===== src/rtl/pixel_rx_pkg.sv =====
// Shared types and default geometry for the pixel stream receiver.
package pixel_rx_pkg;

    // Default geometry and buffering.
    localparam int PIX_DATA_W_DEF     = 8;
    localparam int PIX_COLS_DEF       = 2;
    localparam int PIX_ROWS_DEF       = 2;
    localparam int PIX_FIFO_DEPTH_DEF = 4;

    // Number of tag bits carried alongside each pixel word.
    localparam int PIX_TAG_W = 3;

    // Receiver frame state: waiting for a frame or collecting its pixels.
    typedef enum logic [0:0] {
        ST_IDLE = 1'b0,
        ST_RECV = 1'b1
    } rx_state_e;

    // Position tags attached to every buffered pixel.
    typedef struct packed {
        logic sof;  // row 0, col 0
        logic eol;  // last column of a row
        logic eof;  // last column of the last row
    } pix_tags_t;

endpackage


===== src/rtl/sync_fifo.sv =====
// Single-clock FIFO with first-word-fall-through output.
// Handshake: a word leaves on rd_valid & pop; rd_data is stable while rd_valid
// is high and no pop occurs. A push is accepted when not full, or when full
// and a pop happens the same cycle; otherwise it is dropped and 'drop' pulses.
module sync_fifo #(
    parameter int WIDTH = 11,
    parameter int DEPTH = 4
) (
    input  logic             clk,
    input  logic             reset,
    input  logic             push,
    input  logic [WIDTH-1:0] wr_data,
    input  logic             pop,
    output logic             rd_valid,
    output logic [WIDTH-1:0] rd_data,
    output logic             drop
);

    localparam int AW = (DEPTH > 1) ? $clog2(DEPTH) : 1;

    // Pointers carry one extra bit so full and empty are distinguishable.
    logic [AW:0]      wr_ptr_q, wr_ptr_d;
    logic [AW:0]      rd_ptr_q, rd_ptr_d;
    logic [WIDTH-1:0] mem_q [DEPTH];
    logic [WIDTH-1:0] mem_d [DEPTH];

    logic empty;
    logic full;
    logic do_push;
    logic do_pop;

    // Status, handshake qualification and next pointer/memory values.
    always_comb begin
        empty    = (wr_ptr_q == rd_ptr_q);
        full     = (wr_ptr_q[AW] != rd_ptr_q[AW]) &&
                   (wr_ptr_q[AW-1:0] == rd_ptr_q[AW-1:0]);
        do_pop   = pop && !empty;
        do_push  = push && (!full || do_pop);
        drop     = push && full && !do_pop;
        wr_ptr_d = wr_ptr_q;
        rd_ptr_d = rd_ptr_q;
        mem_d    = mem_q;
        if (do_push) begin
            mem_d[wr_ptr_q[AW-1:0]] = wr_data;
            wr_ptr_d                = wr_ptr_q + 1'b1;
        end
        if (do_pop) begin
            rd_ptr_d = rd_ptr_q + 1'b1;
        end
        rd_valid = !empty;
        rd_data  = empty ? '0 : mem_q[rd_ptr_q[AW-1:0]];
    end

    // Pointer and storage registers.
    always_ff @(posedge clk) begin
        if (reset) begin
            wr_ptr_q <= '0;
            rd_ptr_q <= '0;
            mem_q    <= '{default: '0};
        end else begin
            wr_ptr_q <= wr_ptr_d;
            rd_ptr_q <= rd_ptr_d;
            mem_q    <= mem_d;
        end
    end

endmodule


===== src/rtl/pixel_stream_rx.sv =====
// Pixel stream receiver: frames incoming pixels into rows/columns, tags
// sof/eol/eof, and buffers tagged words for a ready/valid consumer.
// Output handshake: a word transfers on out_valid & out_ready; while
// out_valid is high and out_ready low, out_data and tags hold stable.
module pixel_stream_rx
    import pixel_rx_pkg::*;
#(
    parameter int DATA_W     = PIX_DATA_W_DEF,
    parameter int COLS       = PIX_COLS_DEF,
    parameter int ROWS       = PIX_ROWS_DEF,
    parameter int FIFO_DEPTH = PIX_FIFO_DEPTH_DEF
) (
    input  logic              clk,
    input  logic              reset,
    input  logic              frame_start,
    input  logic              pix_valid,
    input  logic [DATA_W-1:0] pix_data,
    output logic              out_valid,
    input  logic              out_ready,
    output logic [DATA_W-1:0] out_data,
    output logic              out_sof,
    output logic              out_eol,
    output logic              out_eof,
    output logic              frame_done,
    output logic              overflow,
    output logic              frame_err,
    output rx_state_e         dbg_state
);

    localparam int CW = (COLS > 1) ? $clog2(COLS) : 1;
    localparam int RW = (ROWS > 1) ? $clog2(ROWS) : 1;
    localparam int FW = DATA_W + PIX_TAG_W;

    rx_state_e   state_q, state_d;
    logic [CW-1:0] col_q, col_d;
    logic [RW-1:0] row_q, row_d;
    logic        frame_done_q, frame_done_d;
    logic        overflow_q, overflow_d;
    logic        frame_err_q, frame_err_d;

    logic [CW-1:0] cur_col;
    logic [RW-1:0] cur_row;
    logic        accept;
    pix_tags_t   cur_tags;
    pix_tags_t   rd_tags;
    logic [FW-1:0] wr_word;
    logic [FW-1:0] rd_word;
    logic        fifo_pop;
    logic        fifo_drop;
    logic        fifo_valid;

    // Frame FSM, position counters, tagging and sticky status next-state.
    always_comb begin
        state_d      = state_q;
        col_d        = col_q;
        row_d        = row_q;
        frame_err_d  = frame_err_q;
        overflow_d   = overflow_q | fifo_drop;
        frame_done_d = 1'b0;

        // A frame_start restarts geometry at pixel 0 for any same-cycle pixel.
        cur_col = frame_start ? '0 : col_q;
        cur_row = frame_start ? '0 : row_q;
        accept  = pix_valid && (state_q == ST_RECV || frame_start);

        cur_tags.sof = (cur_row == '0) && (cur_col == '0);
        cur_tags.eol = (cur_col == CW'(COLS - 1));
        cur_tags.eof = cur_tags.eol && (cur_row == RW'(ROWS - 1));

        if (frame_start) begin
            if (state_q == ST_RECV) begin
                frame_err_d = 1'b1;
            end
            state_d = ST_RECV;
            col_d   = '0;
            row_d   = '0;
        end

        // Counters advance even when the FIFO drops the pixel.
        if (accept) begin
            if (cur_tags.eof) begin
                state_d      = ST_IDLE;
                col_d        = '0;
                row_d        = '0;
                frame_done_d = 1'b1;
            end else if (cur_tags.eol) begin
                col_d = '0;
                row_d = cur_row + RW'(1);
            end else begin
                col_d = cur_col + CW'(1);
            end
        end

        wr_word = {pix_data, cur_tags};
    end

    // State, counter and status registers.
    always_ff @(posedge clk) begin
        if (reset) begin
            state_q      <= ST_IDLE;
            col_q        <= '0;
            row_q        <= '0;
            frame_done_q <= 1'b0;
            overflow_q   <= 1'b0;
            frame_err_q  <= 1'b0;
        end else begin
            state_q      <= state_d;
            col_q        <= col_d;
            row_q        <= row_d;
            frame_done_q <= frame_done_d;
            overflow_q   <= overflow_d;
            frame_err_q  <= frame_err_d;
        end
    end

    sync_fifo #(
        .WIDTH(FW),
        .DEPTH(FIFO_DEPTH)
    ) u_fifo (
        .clk     (clk),
        .reset   (reset),
        .push    (accept),
        .wr_data (wr_word),
        .pop     (fifo_pop),
        .rd_valid(fifo_valid),
        .rd_data (rd_word),
        .drop    (fifo_drop)
    );

    // Output unpacking and pop qualification.
    always_comb begin
        fifo_pop   = fifo_valid && out_ready;
        rd_tags    = rd_word[PIX_TAG_W-1:0];
        out_valid  = fifo_valid;
        out_data   = rd_word[FW-1:PIX_TAG_W];
        out_sof    = rd_tags.sof;
        out_eol    = rd_tags.eol;
        out_eof    = rd_tags.eof;
        frame_done = frame_done_q;
        overflow   = overflow_q;
        frame_err  = frame_err_q;
        dbg_state  = state_q;
    end

endmodule


===== config.mk =====
export PLATFORM = sky130hd
export DESIGN_NAME = pixel_stream_rx
export DESIGN_NICKNAME = d
export VERILOG_FILES = /design/src/rtl/pixel_rx_pkg.sv /design/src/rtl/sync_fifo.sv /design/src/rtl/pixel_stream_rx.sv
export SDC_FILE = /design/constraint.sdc
export NUM_CORES = 1
export LEC_CHECK = 0
export BUFFER_PORTS_ARGS = -buffer_cell sky130_fd_sc_hd__buf_4
export CORE_MARGIN = 3
export CORE_UTILIZATION = 40
export CTS_CLUSTER_SIZE = 40
export DETAILED_ROUTE_END_ITERATION = 10
export MAX_ROUTING_LAYER = met4
export PLACE_DENSITY = 0.62
export SKIP_LAST_GASP = 1
export SLEW_MARGIN = 20
export SYNTH_ARGS = -nofsm -noshare
export SYNTH_HDL_FRONTEND = slang
export SYNTH_SLANG_ARGS = --single-unit

===== constraint.sdc =====
create_clock -name clk -period 1.75 [get_ports clk]
set_clock_uncertainty 0.15 [all_clocks]
set_input_delay 0 -clock clk [delete_from_list [all_inputs] [get_ports clk]]
set_output_delay 0 -clock clk [all_outputs]
set_load 0.05 [all_outputs]

After elaboration in Yosys (flattened, before gate mapping):

Index checks and enable logic that the tools add are counted.

* $lt $le $gt $ge: 3
* multiplexer cells: 19
* add/subtract/negate cells: 4
* eq/ne operators: 3
* bitwise gates (word level): 6
* reductions and logical operators: 17

Operator list (count)
* $bwmux W44: 1
* $mux W11: 4
* $bmux W11 S2: 1
* $demux W11 S2: 1
* $mux W1: 12
* $logic_and A1 B1 Y1: 10
* $add A3 B1 Y3 const B: 2
* $ge A3 B3 Y1 const B: 2
* $not A2 Y3: 2
* $eq A3 B3 Y1: 1
* $logic_not A1 Y1: 3
* $lt A3 B1 Y1 const B: 1
* $not A1 Y1: 3
* $add A1 B1 Y1 const B: 2
* $eq A2 B2 Y1: 1
* $logic_or A1 B1 Y1: 2
* $reduce_and A2 Y1: 1
* $reduce_or A2 Y1: 1
* $ne A1 B1 Y1: 1
* $or A1 B1 Y1: 1

* input bits: 13
* flip-flop bits (word level): 56

Logic depth before layout (Yosys ltp):

* depth after elaboration: 7
* depth in mapped cells: 6
* depth with buffers taken out: 5

Hierarchy:

A second synthesis with hierarchy kept.

* cell total of the unflattened synthesis: 262
* area, all modules: 2661.3 µm²

Modules (own cells, without submodules)
* sync_fifo: times used 1, area each 2412.3 µm², sequential area each 1001.0 µm², cells an instance 236
* pixel_stream_rx: times used 1, area each 249.0 µm², sequential area each 120.1 µm², cells an instance 26

Worst setup path before layout:

OpenSTA, ideal clock, no wires.

* path kind: register -> output
* start point: reg u_fifo.rd_ptr_q[1]
* end point: out out_data[0]
* stages on the path, launching flop included: 5
* path slack: -0.195 ns
* buffers on the path: 1
* arrival time: 1.795 ns
* cell sequence: dfxtp_1 xor2_2 nor3_1 clkbuf_1 nor2b_1

* word-level cells in the longest chain between the ends: 5
* elaborated cells on any way between the ends: 6
* those cells by class: eq/ne: 1; mux: 4; bitwise: 1

Ends and longest elaborated chain
* start: declaration: line sync_fifo.sv:23 `logic [AW:0] rd_ptr_q, rd_ptr_d;`
* start signal: assignment: line sync_fifo.sv:62 `rd_ptr_q <= rd_ptr_d;`
* $not A2 Y3 (implied by the code): line sync_fifo.sv:51 `rd_data = empty ? '0 : mem_q[rd_ptr_q[AW-1:0]];`
* $bmux W11 S2: line sync_fifo.sv:51
* $mux W11 (implied by the code) (2 in a row): line sync_fifo.sv:51
* $mux W11 (*): line sync_fifo.sv:51
* end: declaration: line pixel_stream_rx.sv:20 `output logic [DATA_W-1:0] out_data,`

Every way passes the cells marked *; elsewhere a longest branch is shown, timed or not. The select of a mux whose other input is x is not followed.

Worst setup path after layout:

* start point: reg u_fifo.rd_ptr_q[0]
* end point: reg u_fifo.mem_q[12] (netlist name)

* word-level cells in the longest chain between the ends: 6
* elaborated cells on any way between the ends: 9
* those cells by class: eq/ne: 2; reduce/logical: 7

Ends and longest elaborated chain
* $eq A3 B3 Y1: line sync_fifo.sv:34 `empty = (wr_ptr_q == rd_ptr_q);`
* $logic_not A1 Y1: line sync_fifo.sv:37, sync_fifo.sv:50
* $logic_and A1 B1 Y1: line pixel_stream_rx.sv:132 `fifo_pop = fifo_valid && out_ready;`
* $logic_and A1 B1 Y1: line sync_fifo.sv:37 `do_pop = pop && !empty;`
* $logic_or A1 B1 Y1 (*): line sync_fifo.sv:38 `do_push = push && (!full || do_pop);`
* $logic_and A1 B1 Y1 (*): line sync_fifo.sv:38
* end signal: assignment: line sync_fifo.sv:63 `mem_q <= mem_d;`
* end: declaration: line sync_fifo.sv:24 `logic [WIDTH-1:0] mem_q [DEPTH];`

Every way passes the cells marked *; elsewhere a longest branch is shown, timed or not.
A chain may end at the register's enable or synchronous reset.

==> metrics.md <==
| Metric | Value |
|---|---|
| Status | `finished, violations left` |
| Failing checks | `setup timing` |
| Number of fill cells | `536` |
| Ports | `29` |
| Mapped Cells | `247` |
| Crit path kind | `reg -> reg` |
| Tcrit/Tclk final | `1.089` |
| RSZ-0062 raised after global routing | `yes` |
| Gpl congestion | `0.7170` |
| Share of the synthesized area in the top cell type | `0.4103` |
| Tot GR Track Use | `0.1627` |
| Vias in the first global route | `1866` |
| Final wirelength | `5.972 mm` |
| Power density cells | `859.1 nW/µm²` |
| Fin. Hold Viols | `0` |
| Min-delay worst type | `in -> reg` |
| Max Cap Viol | `0` |
| DP Worst Slack | `0.004410 ns` |
| Mux share of post-synthesis cell area | `0.2216` |
| Htree depth | `2` |
| Leakage power | `1.575 nW` |
| Largest net degree at the start of global routing | `68` |
| Slew at the pin closest to its max-slew limit | `0.5325 ns` |
| Setup crit start kind | `register` |
| DRC | `0` |
| Rows | `29` |
| WL per Instance | `15.43 µm` |
| Crit-path max FO | `6` |
| Initial Utilization | `0.4207` |
| Adder-Cell Fraction of Synth Area | `0.03205` |
| Vias/cell | `5.052` |
| First DRT Iteration DRCs | `105` |
| Largest family of logic cells by synthesized area | `multiplexers` |
| Clock Tree Buf Depth | `2` |
| Nature of the critical path endpoint | `register` |
| Share of cells above drive strength 1 | `0.3355` |
| Initial antenna violation count | `0` |
| Final worst slack | `-0.1560 ns` |
| Mapped Area | `2733 µm²` |
| Clock sink count | `56` |
| Post-synth top cells | `dfxtp_1 (56), nand2b_1 (46), mux2i_1 (35)` |
| Area leader, netlist | `dfxtp_1` |
| CTS tree | `done` |
| Worst VDD drop | `0.0003595 V` |
| Core area | `6495 µm²` |
| Post-synthesis average cell area | `11.06 µm²` |
| DP HPWL | `3.645 mm` |
| Top FF cell, synth | `dfxtp_1` |
| Antenna fix cells | `0` |
| Remaining antenna violation count | `0` |
| Sequential area share after synthesis | `0.4103` |
| Top-count cell post-synth | `dfxtp_1` |
| Xor and xnor area share after synthesis | `0.03114` |
| Rel. slew slack | `0.6450` |
| Synth Area in Compound Gates | `0.05632` |
| F_max | `524.7 MHz` |
| Multi-input logic area | `1654 µm²` |
| Sequential cell area | `1137 µm²` |
| Total iterations of the first detailed-routing run | `4` |
| Worst hold slack | `0.01428 ns` |
| Yosys reg bits | `56` |
| Fin crit period | `1.906 ns` |
| Die Y | `88.66 µm` |
| Net Count, Synth | `267` |
| FFs w/ async S/R, synth | `0` |
| Via count | `1955` |
| Final Util | `0.5683` |
| Synth cell types | `30` |
| Area grow syn2layout | `35.07%` |
| Synth area leaders | `dfxtp_1 (41%), mux2i_1 (13%), nand2b_1 (11%)` |
| Slew Limit Fails | `0` |
| WP data required | `1.82 ns` |
| Ys Warns | `0` |
| # port buffers | `28` |
| Global route overflow | `0` |
| Chip width | `88.66 µm` |
| Post-synth EDFFs | `0` |
| Die area | `7860 µm²` |
| Post-layout nets | `329` |
| Clk pin slew, worst setup/hold paths | `0.10 ns` |
| Clk Tree Root Cell | `clkbuf_8` |
| Final setup fails | `45` |
| First-pass GRT wire length | `9.439 mm` |
| Num CTS Buffers | `5` |
| CP Data Arrival Time | `1.98 ns` |
| Clk Latency, worst-skew pair | `0.30 ns` |
| Simple-gate share of the synthesized area | `0.2019` |
-- worst max-delay path: stages (launching register included) --
cell and delay, ns:
dfxtp_4 0.38, xor2_4 0.20, buf_6 0.12, o41a_4 0.50
buf_6 0.16, nand2_8 0.10, mux2i_1 0.22
-- metrics by stage --
| step | instances | setup TNS, ns | power (W) | area [µm²] |
|---|---|---|---|---|
| floorplan | 247 | -1.776 | 0.001852 | 2734 |
| global placement | 351 | 0 | 0.002073 | 3042 |
| detailed placement | 351 | 0 | 0.002078 | 3042 |
| CTS | 383 | -4.123 | 0.003036 | 3540 |
| global route | 387 | -6.324 | 0.003312 | 3691 |
| finish | 387 | -3.322 | 0.003171 | 3691 |
-- per-layer routing --
layer | part of all wire | track usage | up-vias
met4 | 0.0097 | 0.03709 | 0
li1 | - | - | 977
met2 | 0.49 | 0.2591 | 16
met3 | 0.014 | 0.03073 | 5
met1 | 0.48 | 0.2144 | 957
met5 | 0 | - | -
-- registers in the layout, indices dropped and copies added (netlist names) --
register         count
col_q                1
dbg_state            1
frame_done           1
frame_err            1
overflow             1
row_q                1
u_fifo.mem_q        44
u_fifo.rd_ptr_q      3
u_fifo.wr_ptr_q      3
-- area by class of cell --
class,instances,share of cell area
clock buffer,7,0.02339
tap,77,0.02610
multi-input combinational,173,0.4481
inverter,5,0.005763
timing repair buffer,68,0.1864
clock inverter,1,0.002034
sequential,56,0.3081
-- placed cells by master, fill, tap and decap left out, types with 3 or more instances in the layout --
cell type	count
a21oi_1	4
buf_4	26
buf_6	22
buf_8	7
clkbuf_8	6
dfxtp_1	51
dfxtp_4	4
dlygate4sd3_1	12
ha_1	7
inv_1	3
mux2i_1	35
mux4_2	11
nand2_8	5
nand2b_1	46
nand3b_1	11
nor2_1	11
nor2b_2	4
nor2b_4	7
o21ai_1	11
-- what timing repair did --
action | 4_1_cts | 5_1_grt
buffers inserted | 8 | 3
endpoints found under the hold margin | 38 | 0
gates resized for setup | 45 | 45
gates cloned | 4 | 1
endpoints found under the setup margin | 31 | 60
pin swaps | 4 | 4
hold buffers | 12 | 0
-- kinds of logic (layout without fill, tap and decap cells) --
family	after synthesis	in the layout
simple gates	89	91
flops	56	56
mux	46	46
compound gates	21	21
buf+inv	20	81
xor+xnor	8	8
fa+ha+maj	7	7
-- report_power, final --
group	switching, W	internal [W]	total [W]
sequential	0.0000449	0.00132	0.00137
combinational	0.000529	0.000538	0.00107
clock	0.000412	0.000323	0.000734
total	0.000985	0.00219	0.00317
-- final timing paths --
path,cells after the start,endpoint,from,slack (ns)
hold / removal,2,overflow,reset,0.01
setup / recovery,6,u_fifo.mem_q[12],u_fifo.rd_ptr_q[0],-0.16
setup reg to reg,6,u_fifo.mem_q[12],u_fifo.rd_ptr_q[0],-0.16
hold reg to reg,2,u_fifo.mem_q[28],u_fifo.mem_q[28],0.33
Power figures use the tool's default switching activity.
